File: config.mk
export PLATFORM = sky130hd
export DESIGN_NAME = mcu_boot_loader
export DESIGN_NICKNAME = d
export VERILOG_FILES = /design/src/rtl/mcu_boot_pkg.sv /design/src/rtl/mcu_boot_loader_timeout.sv /design/src/rtl/mcu_boot_loader.sv
export SDC_FILE = /design/constraint.sdc
export NUM_CORES = 1
export LEC_CHECK = 0
export ABC_AREA = 1
export CAP_MARGIN = 20
export CORE_MARGIN = 8
export CORE_UTILIZATION = 56
export DETAILED_ROUTE_END_ITERATION = 10
export PLACE_DENSITY = 0.79
export SLEW_MARGIN = 10
export SYNTH_ARGS = -nofsm -noshare
export SYNTH_HDL_FRONTEND = slang
export SYNTH_SLANG_ARGS = --single-unit
File: constraint.sdc
create_clock -name clk_i -period 2.94 [get_ports clk_i]
set_input_delay 0.588 -clock clk_i [delete_from_list [all_inputs] [get_ports clk_i]]
set_output_delay 0.588 -clock clk_i [all_outputs]
set_load 0.01 [all_outputs]
File: src/rtl/mcu_boot_pkg.sv
// mcu_boot_pkg
//   Shared definitions for the MCU boot loader: FSM state encoding, the
//   default inter-byte timeout, and a helper that classifies the states in
//   which a frame is actively being received.
package mcu_boot_pkg;

  typedef logic [2:0] state_t;

  localparam state_t IDLE   = 3'd0;
  localparam state_t GET_PC = 3'd1;
  localparam state_t LOAD   = 3'd2;
  localparam state_t CHECK  = 3'd3;
  localparam state_t RUN    = 3'd4;
  localparam state_t ERROR  = 3'd5;

  localparam int DEFAULT_TIMEOUT_CYCLES = 1024;

  // True in the states where the inter-byte watchdog is armed.
  function automatic logic is_loading(input state_t s);
    return (s == GET_PC) || (s == LOAD) || (s == CHECK);
  endfunction

endpackage

File: src/rtl/mcu_boot_loader_timeout.sv
// boot_timeout_counter
//   Counts consecutive idle cycles while a frame is being received.
//   Ports:
//     clk_i      system clock
//     rst_i      asynchronous active-high reset
//     clear_i    restart the count (byte accepted, or not loading)
//     enable_i   this cycle is an idle loading cycle
//     expired_o  this idle cycle is the LIMIT-th in a row
module boot_timeout_counter #(
  parameter int LIMIT = 1024
) (
  input  logic clk_i,
  input  logic rst_i,
  input  logic clear_i,
  input  logic enable_i,
  output logic expired_o
);

  // Counter holds 0..LIMIT-1; the LIMIT-th idle cycle is flagged, not stored.
  localparam int CNT_W = (LIMIT > 1) ? $clog2(LIMIT) : 1;

  logic [CNT_W-1:0] cnt_q;
  logic [CNT_W-1:0] cnt_d;
  logic             at_limit;

  assign at_limit  = (cnt_q == CNT_W'(LIMIT - 1));
  assign expired_o = enable_i & ~clear_i & at_limit;

  always_comb begin
    cnt_d = cnt_q;
    if (clear_i) begin
      cnt_d = '0;
    end else if (enable_i && !at_limit) begin
      cnt_d = cnt_q + 1'b1;
    end
  end

  always_ff @(posedge clk_i or posedge rst_i) begin
    if (rst_i) begin
      cnt_q <= '0;
    end else begin
      cnt_q <= cnt_d;
    end
  end

endmodule

File: src/rtl/mcu_boot_loader.sv
// mcu_boot_loader
//   Receives a boot frame (LEN, PC, LEN bytes, CHK) over a valid/ready byte
//   stream, writes the bytes to instruction memory, verifies an 8-bit wrap
//   sum and, on success, releases the MCU from reset at the received PC.
//   Ports:
//     clk_i, rst_i            clock, asynchronous active-high reset
//     in_data_i/in_valid_i    stream byte and its valid
//     in_ready_o              loader can take a byte this cycle
//     boot_req_i              abort/restart, re-hold the MCU in reset
//     imem_we_o/waddr/wdata   registered instruction memory write port
//     mcu_reset_o             reset to the MCU core
//     boot_pc_o               MCU start address
//     boot_done_o/boot_err_o  image running / image rejected or timed out
module mcu_boot_loader
  import mcu_boot_pkg::*;
#(
  parameter int ADDR_WIDTH     = 8,
  parameter int TIMEOUT_CYCLES = DEFAULT_TIMEOUT_CYCLES
) (
  input  logic                  clk_i,
  input  logic                  rst_i,
  input  logic [7:0]            in_data_i,
  input  logic                  in_valid_i,
  output logic                  in_ready_o,
  input  logic                  boot_req_i,
  output logic                  imem_we_o,
  output logic [ADDR_WIDTH-1:0] imem_waddr_o,
  output logic [7:0]            imem_wdata_o,
  output logic                  mcu_reset_o,
  output logic [7:0]            boot_pc_o,
  output logic                  boot_done_o,
  output logic                  boot_err_o
);

  // One extra bit so a full 2**ADDR_WIDTH image length is representable.
  localparam int CW = ADDR_WIDTH + 1;

  state_t                state_q, state_d;
  logic [CW-1:0]         count_q, count_d;
  logic [CW-1:0]         len_q, len_d;
  logic [7:0]            sum_q, sum_d;
  logic [7:0]            pc_q, pc_d;

  logic                  imem_we_q, imem_we_d;
  logic [ADDR_WIDTH-1:0] imem_waddr_q, imem_waddr_d;
  logic [7:0]            imem_wdata_q, imem_wdata_d;
  logic                  mcu_reset_q, mcu_reset_d;
  logic [7:0]            boot_pc_q, boot_pc_d;
  logic                  boot_done_q, boot_done_d;
  logic                  boot_err_q, boot_err_d;

  logic                  accept;
  logic                  loading;
  logic                  tmo_expired;
  logic [CW-1:0]         len_from_byte;
  logic [CW-1:0]         count_inc;

  assign in_ready_o = (state_q != RUN) & ~boot_req_i & ~rst_i;
  assign accept     = in_valid_i & in_ready_o;
  assign loading    = is_loading(state_q);
  assign count_inc  = count_q + 1'b1;

  // A LEN byte of zero encodes a full memory image.
  assign len_from_byte = (in_data_i == 8'd0) ? (CW'(1) << ADDR_WIDTH) : CW'(in_data_i);

  boot_timeout_counter #(
    .LIMIT (TIMEOUT_CYCLES)
  ) u_timeout (
    .clk_i     (clk_i),
    .rst_i     (rst_i),
    .clear_i   (~loading | accept | boot_req_i),
    .enable_i  (loading & ~accept),
    .expired_o (tmo_expired)
  );

  // State register and frame bookkeeping registers.
  always_ff @(posedge clk_i or posedge rst_i) begin
    if (rst_i) begin
      state_q <= IDLE;
      count_q <= '0;
      len_q   <= '0;
      sum_q   <= '0;
      pc_q    <= '0;
    end else begin
      state_q <= state_d;
      count_q <= count_d;
      len_q   <= len_d;
      sum_q   <= sum_d;
      pc_q    <= pc_d;
    end
  end

  // Next-state logic. boot_req outranks both byte acceptance and timeout.
  always_comb begin
    state_d = state_q;
    count_d = count_q;
    len_d   = len_q;
    sum_d   = sum_q;
    pc_d    = pc_q;
    if (boot_req_i) begin
      state_d = IDLE;
    end else begin
      case (state_q)
        IDLE, ERROR: begin
          // From ERROR an accepted byte is the LEN of a fresh frame.
          if (accept) begin
            state_d = GET_PC;
            len_d   = len_from_byte;
            count_d = '0;
            sum_d   = '0;
          end
        end
        GET_PC: begin
          if (accept) begin
            pc_d    = in_data_i;
            state_d = LOAD;
          end else if (tmo_expired) begin
            state_d = ERROR;
          end
        end
        LOAD: begin
          if (accept) begin
            sum_d   = sum_q + in_data_i;
            count_d = count_inc;
            if (count_inc == len_q) begin
              state_d = CHECK;
            end
          end else if (tmo_expired) begin
            state_d = ERROR;
          end
        end
        CHECK: begin
          if (accept) begin
            state_d = (in_data_i == sum_q) ? RUN : ERROR;
          end else if (tmo_expired) begin
            state_d = ERROR;
          end
        end
        RUN: begin
          state_d = RUN;
        end
        default: begin
          state_d = IDLE;
        end
      endcase
    end
  end

  // Output logic. Status flags follow the next state so they change on the
  // same edge as the transition; boot_pc only moves on CHECK->RUN.
  always_comb begin
    imem_we_d    = 1'b0;
    imem_waddr_d = imem_waddr_q;
    imem_wdata_d = imem_wdata_q;
    boot_pc_d    = boot_pc_q;
    mcu_reset_d  = (state_d != RUN);
    boot_done_d  = (state_d == RUN);
    boot_err_d   = (state_d == ERROR);
    if ((state_q == LOAD) && accept) begin
      imem_we_d    = 1'b1;
      imem_waddr_d = count_q[ADDR_WIDTH-1:0];
      imem_wdata_d = in_data_i;
    end
    if ((state_q == CHECK) && (state_d == RUN)) begin
      boot_pc_d = pc_q;
    end
  end

  always_ff @(posedge clk_i or posedge rst_i) begin
    if (rst_i) begin
      imem_we_q    <= 1'b0;
      imem_waddr_q <= '0;
      imem_wdata_q <= '0;
      mcu_reset_q  <= 1'b1;
      boot_pc_q    <= '0;
      boot_done_q  <= 1'b0;
      boot_err_q   <= 1'b0;
    end else begin
      imem_we_q    <= imem_we_d;
      imem_waddr_q <= imem_waddr_d;
      imem_wdata_q <= imem_wdata_d;
      mcu_reset_q  <= mcu_reset_d;
      boot_pc_q    <= boot_pc_d;
      boot_done_q  <= boot_done_d;
      boot_err_q   <= boot_err_d;
    end
  end

  assign imem_we_o    = imem_we_q;
  assign imem_waddr_o = imem_waddr_q;
  assign imem_wdata_o = imem_wdata_q;
  assign mcu_reset_o  = mcu_reset_q;
  assign boot_pc_o    = boot_pc_q;
  assign boot_done_o  = boot_done_q;
  assign boot_err_o   = boot_err_q;

endmodule

==> results.tsv, run 1 <==
metric	value	unit
outcome	complete, no violations	
DRT antenna net count	0	
upper clock frequency limit	403	MHz
most frequent cells after synthesis	nand2_1, dfrtp_1, inv_1	
final worst-path cycle share	84.3	%
max_slew headroom	37.6	%
sequential area share after synthesis	50.6	%
placed cell area	0.00427	mm^2
P_leak	2.21	nW
FF/Latch Area	0.00188	mm^2
post-CTS resize count	0	
setup total negative slack	0	ns
HP Class	reg2reg	
CP Launch Type	input pin	
worst endpoint data arrival time	1.89	ns
TritonCTS clock tree	built	
Reg clk slew, reported paths	0.07	ns
worst-path fanout max	4	
Setup CP Type	in2out	
most numerous cell in the Yosys netlist	nand2_1	
WP data required	2.35	ns
Synth Net Count	458	
library cells used by synthesis	40	
post-DP HPWL	5.95	mm
crit path capture type	primary output	
Initial Utilization	58.2	%
ranking of synthesized cells by area	dfrtp_1, nand2_1, inv_1	
largest net degree at the start of global routing	76	
Syn Std Cell Area	0.00371	mm^2
Syn Area/Cell	8.52	um^2
DR pass1 iterations	4	
Final Max Slew Viols	0	
vias in the first global route	3002	
first-pass GRT wire length	14.0	mm
Post-Route WL	8.18	mm
clk buf depth	2	
final instance area	0.00452	mm^2
die area	0.00950	mm^2
clk sinks	75	
Rows	29	
Num CTS Buffers	9	
Die W	97.4	um
unrepaired setup endpoints after global routing	false	
Via density	5.31	
Avg WL per Cell	14.3	um
Worst VDD drop	0.311	mV
Final WS setup	0.461	ns
final setup fails	0	
GRT Total Usage	17.8	%
Setup Buffers After CTS	0	
final hold vios	0	
total I/O pin count	41	
Multi-input gate area	0.00158	mm^2
Synth Instances	436	
initial antenna violation count	0	
GRT overflow	0	
Residual DRC	0	
Worst Hold Slack	0.481	ns
share of synthesized flip-flops with an asynchronous set or reset	100	%
Final Non-Filler Cells	573	
post-synth top area share	49.8	%
MaxCap Viol Count	0	
power per cell area	480	mW/mm^2
Hold Buf Count CTS	0	
layout cells sized above 1	12.3	%
DIE HEIGHT	97.4	um
Syn-to-layout area delta	21.6	%
Top FF cell, synth	dfrtp_1	
Diodes inserted	0	
pre-CTS setup slack	0.138	ns
fin nets	513	
yosys warns	0	
dpl cells	557	
Max H-tree Level	3	
Port Buffer Count	40	
GP Congestion	0.865	
core region area	0.00639	mm^2
Post-synth EDFFs	0	
worst-case clock skew	0.00722	ns
1st-iter DRT viols	140	
Slew @ Worst Pin	0.935	ns
reg2reg setup slack	0.64	ns
area leader, netlist	dfrtp_1	
min Tclk post-route	2.48	ns
Clock Tree Root	clkbuf_8	
vias	3043	
Yosys reg bits	75	
Worst-Skew Late Latency	0.35	ns
fill count	522	
metrics by stage:
| stage | total power, W | util, % |
|---|---|---|
| 2_1_floorplan | 0.00117 | - |
| 3_3_place_gp | 0.00122 | 66.9 |
| 3_5_place_dp | 0.00123 | 66.9 |
| 4_1_cts | 0.00219 | 70.7 |
| 5_1_grt | 0.00225 | 70.7 |
| 6_report | 0.00217 | 70.7 |
flip-flops by register name, indices dropped and copies added, names as in the netlist, 3 cells and up:
register	cells
state_q	3
count_q	9
boot_pc_o	8
u_timeout.cnt_q	10
imem_wdata_o	8
imem_waddr_o	8
len_q	9
sum_q	8
pc_q	8
logic make-up (layout without fill, tap and decap cells):
logic type / after synthesis / count (layout) / synth area share [%]
compound gates: 63 / 63 / 10.4
xor+xnor: 7 / 7 / 1.65
fa+ha+maj: 10 / 10 / 3.57
buf+inv: 66 / 126 / 7.24
flops: 75 / 75 / 50.6
mux: 6 / 6 / 1.82
simple gates: 209 / 209 / 24.7
routing by layer:
layer / vias up / part of all wire, % / track usage [%]
met1: 1442 / 46 / 21.6
met2: 58 / 48 / 29.1
met3: 10 / 4.7 / 5.97
met5: - / 0 / 0
li1: 1533 / - / -
met4: 0 / 1.1 / 5.24
final timing paths:
path | startpoint | to | cells after the start
worst max-delay path | boot_req_i | in_ready_o | 3
worst min register to register | imem_waddr_o[6]$_DFFE_PP0P_ | imem_waddr_o[6]$_DFFE_PP0P_ | 2
min in group asynchronous | rst_i | u_timeout.cnt_q[1]$_DFFE_PP0P_ | 3
worst max register to register | u_timeout.cnt_q[0]$_DFFE_PP0P_ | boot_pc_o[5]$_DFFE_PP0P_ | 12
max in group asynchronous | rst_i | pc_q[3]$_DFFE_PP0P_ | 3
worst min-delay path | imem_waddr_o[6]$_DFFE_PP0P_ | imem_waddr_o[6]$_DFFE_PP0P_ | 2
worst max-delay path, stage by stage:
cell and delay (ns):
clkdlybuf4s50_1 0.51, nor3_1 0.23, clkdlybuf4s50_1 0.57
final cells by class:
| cell class | instances | share of cell area, % |
|---|---|---|
| flip-flops and latches | 75 | 41.6 |
| multi-input cells | 295 | 35.0 |
| repair buffers | 54 | 11.2 |
| inverters | 56 | 4.74 |
| clock buffers | 11 | 3.13 |
| clock inverters | 5 | 2.22 |
| well taps | 77 | 2.13 |
cell usage in the layout (no fill, tap or decap), types with 3 or more instances in the layout:
| cell type | instances |
|---|---|
| nand2_2 | 4 |
| nand2_1 | 118 |
| a21oi_1 | 12 |
| ha_1 | 9 |
| nor4_1 | 3 |
| inv_1 | 46 |
| xnor2_1 | 3 |
| clkbuf_8 | 10 |
| a22o_1 | 4 |
| o22ai_1 | 6 |
| nor3_1 | 8 |
| inv_2 | 9 |
| clkdlybuf4s50_1 | 40 |
| nand4_1 | 8 |
| nand3_1 | 23 |
| mux2_2 | 6 |
| xor2_1 | 4 |
| nor2_1 | 36 |
| o21ai_0 | 27 |
| dfrtp_1 | 74 |
| buf_4 | 14 |
| bufinv_16 | 3 |
report_power, final:
| group | total, W | switching, W | internal [W] |
|---|---|---|---|
| registers | 0.00107 | 0.0000142 | 0.00105 |
| clock network | 0.000961 | 0.000377 | 0.000584 |
| logic | 0.000139 | 0.0000844 | 0.0000542 |
| total | 0.00217 | 0.000475 | 0.00169 |
No activity file was read; power rests on OpenSTA's default activity.
==> run 2: changes to the inputs <==
Settings changed: CORE_UTILIZATION 56 to 51, PLACE_DENSITY 0.79 to 0.76.
Clock period 2.94 ns to 2.1 ns, I/O delays scaled along.
==> run 2 against run 1 <==
  * The flow now finishes with violations (negative setup slack)
  * Final area up 15%
  * Largest cell class unchanged
  * Setup slack lost 0.46 ns
  * Final cell count is 15% higher
  * Highest routed layer unchanged
  * Largest power group unchanged
  * Die area rose by 8.2%
==> results.tsv, run 2 (synthesized netlist as in run 1, its figures left out) <==
metric	value	unit
outcome	finished with violations	
violated checks	negative setup slack	
critical-path cell list	ha_2, fa_2, nand2_2, inv_2, o21a_1, nor2_2, nor2_2, nor2_1, nor2_1, nor2_1, xor2_1, o21ai_1	
HP Class	reg2reg	
clk buf depth	2	
most common cell after layout, fill and taps aside	nand2_1	
MaxCap Viol Count	0	
final hold vios	0	
Via density	5.19	
worst-case clock skew	0.00890	ns
Post-Route WL	9.68	mm
Rows	31	
top flop regs	u_timeout.cnt_q (10), count_q (9), len_q (9)	
switching share of power	23.0	%
P_leak	2.60	nW
CP startpoint	sum_q[0]$_DFFE_PP0P_	
Die W	101	um
crit-path leading delay family	adder cells	
worst-path fanout max	2	
DRT antenna net count	0	
upper clock frequency limit	476	MHz
CP Launch Type	flip-flop	
clk sinks	75	
Num CTS Buffers	9	
Worst Path Buf+Inv	1	
Slew @ Worst Pin	0.940	ns
largest net degree at the start of global routing	76	
worst endpoint data arrival time	2.34	ns
Worst Hold Slack	0.474	ns
Critical R2R Capture	sum_q[6]$_DFFE_PP0P_	
reg2reg setup slack	-0.0004	ns
R2R depth	12	
GP Congestion	0.850	
Worst-Skew Late Latency	0.35	ns
worst reg2reg path startpoint	sum_q[0]$_DFFE_PP0P_	
Reg with most FFs	u_timeout.cnt_q	
die area	0.0103	mm^2
crit-path max cell delay	0.40	ns
TritonCTS clock tree	built	
setup total negative slack	-0.000377	ns
core region area	0.00714	mm^2
Avg WL per Cell	14.7	um
Clk pwr share	44.4	%
Port Buffer Count	40	
Final WS setup	-0.000377	ns
P_int	0.00240	W
Diodes inserted	0	
GRT Total Usage	18.8	%
layout cells sized above 1	28.0	%
DIE HEIGHT	101	um
pre-CTS setup slack	-0.403	ns
sequential share of power	48.0	%
GRT overflow	0	
total power	0.00312	W
hold path start	imem_wdata_o[3]$_DFFE_PP0P_	
Setup CP Type	reg2reg	
DR pass1 iterations	5	
most frequent cells in the layout	nand2_1, buf_4, dfrtp_1	
CP dominant cell by count	nor2_1	
total I/O pin count	41	
vias in the first global route	3423	
switching power	0.000718	W
Hold EP	imem_wdata_o[3]$_DFFE_PP0P_	
WP data required	2.34	ns
Initial Utilization	52.1	%
vias	3426	
initial antenna violation count	0	
Combinational Power Share	7.5	%
post-DP HPWL	6.61	mm
max_slew headroom	37.3	%
Syn-to-layout area delta	40.4	%
min Tclk post-route	2.10	ns
fin nets	578	
final worst-path cycle share	100	%
Max H-tree Level	3	
unrepaired setup endpoints after global routing	true	
1st-iter DRT viols	188	
final setup fails	1	
power per cell area	598	mW/mm^2
Hold Buf Count CTS	0	
Residual DRC	0	
critical path's slowest cell	dfrtp_1	
Worst VDD drop	0.530	mV
hold path depth	2	
crit path capture type	flip-flop	
Clock Tree Root	clkbuf_8	
Final Max Slew Viols	0	
Reg clk slew, reported paths	0.08	ns
first-pass GRT wire length	15.2	mm
max reg flops	10	
## run 2: metrics by stage
step	cells	util, %	instance area, um^2
after floorplan	436	-	3770
final	660	73.1	5220
after CTS	646	70.0	4990
after detailed placement	627	65.8	4690
after global placement	627	65.8	4690
after global routing	660	73.1	5220
## run 2: worst min-delay path: stages (launching register included)
cell	delay, ns
dfrtp_1	0.35
nand2_1	0.05
nand2_1	0.05
## run 2: what timing repair did
item                                    4_1_cts  5_1_grt
setup buffers                                 3       14
gates resized for setup                       9       31
endpoints found under the setup margin       12       14
pin swaps                                     7       34
## run 2: cell type report
class                           count  area [um^2]
Clock buffer                       10          138
Clock inverter                      6          113
Fill cell                         530         1920
Inverter                           56          216
Multi-Input combinational cell    295         1730
Sequential cell                    75         1880
Tap cell                           99          124
Timing Repair Buffer              119         1020
## run 2: per-layer routing
metal	vias to the layer above	part of all wire, %	GRT usage (%)
met5	-	0	0
met4	0	1.8	8.82
met3	16	3.7	2.75
met2	92	53	33.3
met1	1654	42	21.9
li1	1664	-	-
## run 2: power groups by stage
stage	Clock [W]	Sequential (W)	Combinational, W
after global placement	0	0.00152	0.000222
after detailed placement	0	0.00153	0.000228
after floorplan	0	0.00152	0.000124
final	0.00139	0.00150	0.000235
after global routing	0.00145	0.00150	0.000263
after CTS	0.00139	0.00150	0.000230
## run 2: how the worst max path moves through the flow
stage	to	slack, ns	depth (start not counted)
floorplan	boot_pc_o[0]$_DFFE_PP0P_	-0.73	11
global placement	boot_pc_o[4]$_DFFE_PP0P_	-0.42	11
detailed placement	sum_q[6]$_DFFE_PP0P_	-0.40	13
CTS	boot_pc_o[3]$_DFFE_PP0P_	0.009	12
global route	sum_q[6]$_DFFE_PP0P_	-0.15	12
finish	sum_q[6]$_DFFE_PP0P_	-0.0004	12
==> run 3: changes to the inputs <==
Settings changed: CORE_MARGIN 8 to 4.
==> run 3 against run 2 <==
  * The flow now finishes without violations
  * Non-clock buffer count shrank 22
  * Clock skew is essentially flat
  * First-iteration DRC count is 3.2% higher
  * Sequential share of layout area grew 0.91 points
  * Core utilization grew 0.17 points
  * Die area shrank 15%
  * Via count is 5.1% lower
  * Routed wire length fell by 6.8%
  * Global-route usage rose by 2.4 points
  * Worst hold slack worse by 0.0028 ns
  * Critical path depth is 5 higher
  * Final area is 2.5% lower
  * Largest power group unchanged
==> results.tsv, run 3 (synthesized netlist as in run 1, its figures left out) <==
metric	value	unit
met2 WL	4.49	mm
final hold vios	0	
Rows	30	
most frequent cells in the layout	nand2_1, dfrtp_1, buf_4	
Worst VDD drop	0.382	mV
Final Max Slew Viols	0	
MaxCap Viol Count	0	
Initial Utilization	53.5	%
worst endpoint data arrival time	2.34	ns
clk buf depth	2	
fin nets	556	
most common cell after layout, fill and taps aside	nand2_1	
DRT antenna net count	0	
Port Buffer Count	40	
P_leak	2.50	nW
Num CTS Buffers	9	
Avg WL per Cell	14.2	um
hold path start	in_data_i[0]	
reg2reg setup slack	0.002	ns
Max H-tree Level	3	
DR pass1 iterations	4	
worst-path fanout max	6	
Syn-to-layout area delta	36.9	%
CP Launch Type	flip-flop	
post-DP HPWL	6.21	mm
top sig layer	met4	
Final WS setup	0.00249	ns
Critical R2R Capture	boot_pc_o[4]$_DFFE_PP0P_	
placed cell area	0.00463	mm^2
Clock Tree Root	clkbuf_8	
vias	3252	
Combinational Power Share	7.4	%
top flop regs	u_timeout.cnt_q (10), count_q (9), len_q (9)	
R2R depth	17	
Hold Buf Count CTS	0	
Setup CP Type	reg2reg	
Hold EP	imem_wdata_o[0]$_DFFE_PP0P_	
final instance area	0.00509	mm^2
clk sinks	75	
final worst-path cycle share	99.9	%
switching power	0.000693	W
max_slew headroom	38.3	%
GRT Total Usage	21.2	%
GP Congestion	0.897	
Reg with most FFs	u_timeout.cnt_q	
Reg clk slew, reported paths	0.08	ns
Clk pwr share	44.6	%
GRT overflow	0	
WP data required	2.34	ns
core region area	0.00694	mm^2
dpl cells	614	
Slew @ Worst Pin	0.926	ns
layout cells sized above 1	25.5	%
WL met3	314	um
DIE HEIGHT	93.3	um
TritonCTS clock tree	built	
Final Non-Filler Cells	634	
sequential share of power	48.1	%
first-pass GRT wire length	14.6	mm
unrepaired setup endpoints after global routing	true	
upper clock frequency limit	477	MHz
Diodes inserted	0	
power per cell area	612	mW/mm^2
P_int	0.00242	W
total power	0.00312	W
pre-CTS setup slack	-0.391	ns
die area	0.00871	mm^2
Layout Utilization	73.2	%
worst reg2reg path startpoint	count_q[1]$_DFFE_PP0P_	
Via density	5.13	
initial antenna violation count	0	
switching share of power	22.2	%
Residual DRC	0	
total I/O pin count	41	
outcome	complete, no violations	
vias in the first global route	3166	
max reg flops	10	
Post-Route WL	9.02	mm
final setup fails	0	
worst-case clock skew	0.00862	ns
1st-iter DRT viols	194	
Die W	93.3	um
HP Class	in2reg	
min Tclk post-route	2.10	ns
hold path depth	4	
crit path capture type	flip-flop	
fill count	531	
Worst-Skew Late Latency	0.35	ns
met1 WL	4.03	mm
largest net degree at the start of global routing	76	
-- run 3: worst max path at each step --
stage,startpoint,endpoint,slack [ns],cells past startpoint
6_report,count_q[1]$_DFFE_PP0P_,boot_pc_o[4]$_DFFE_PP0P_,0.002,17
5_1_grt,count_q[1]$_DFFE_PP0P_,boot_pc_o[4]$_DFFE_PP0P_,-0.11,17
4_1_cts,in_data_i[0],sum_q[6]$_DFFE_PP0P_,0.002,13
3_5_place_dp,in_data_i[0],sum_q[6]$_DFFE_PP0P_,-0.39,13
3_3_place_gp,in_data_i[0],sum_q[6]$_DFFE_PP0P_,-0.36,13
2_1_floorplan,rst_i,boot_pc_o[0]$_DFFE_PP0P_,-0.73,11
-- run 3: repair_timing --
action / CTS / global route
buffers inserted: 1 / 4
pin swaps: 2 / 34
resized for setup: 5 / 40
setup endpoints to repair: 12 / 14
-- run 3: routing by layer --
layer  track usage, %  vias to the layer above
met1             28.0                     1550
met3             3.22                       18
li1                 -                     1618
met5                0                        -
met2             35.0                       66
met4             8.42                        0
-- run 3: final cells by class --
class | count | area, um^2 | share of cell area, %
clock inverter | 4 | 97.6 | 1.92
clock buffer | 11 | 151 | 2.98
inverter | 56 | 216 | 4.26
timing repair buffer | 97 | 872 | 17.1
sequential | 75 | 1880 | 36.9
multi-input combinational | 295 | 1750 | 34.4
tap | 96 | 120 | 2.36
-- run 3: power by group through the flow --
stage	sequential, W	clock [W]	combinational, W
3_3_place_gp	0.00152	0	0.000214
6_report	0.00150	0.00139	0.000229
5_1_grt	0.00150	0.00147	0.000256
3_5_place_dp	0.00152	0	0.000220
2_1_floorplan	0.00152	0	0.000124
4_1_cts	0.00150	0.00140	0.000222
-- run 3: per-stage QoR --
step / hold slack (ns) / setup TNS (ns)
global route: 0.500 / -0.847
detailed placement: 0.462 / -6.13
finish: 0.471 / 0
CTS: 0.483 / 0
floorplan: 0.450 / -32.68
global placement: 0.457 / -5.52
-- run 3: critical path, stage by stage (launching register included) --
cell	delay, ns
dfrtp_1	0.40
ha_4	0.18
nand2_4	0.07
nor2_4	0.12
nand2_1	0.09
nand2_1	0.11
nand2_1	0.06
nand2_1	0.07
nand2_1	0.06
nor2_1	0.13
nand3_1	0.09
nand2_1	0.06
nand2_1	0.04
nand2_1	0.06
nand2_2	0.11
buf_6	0.16
nand4_1	0.09
nand2_1	0.07
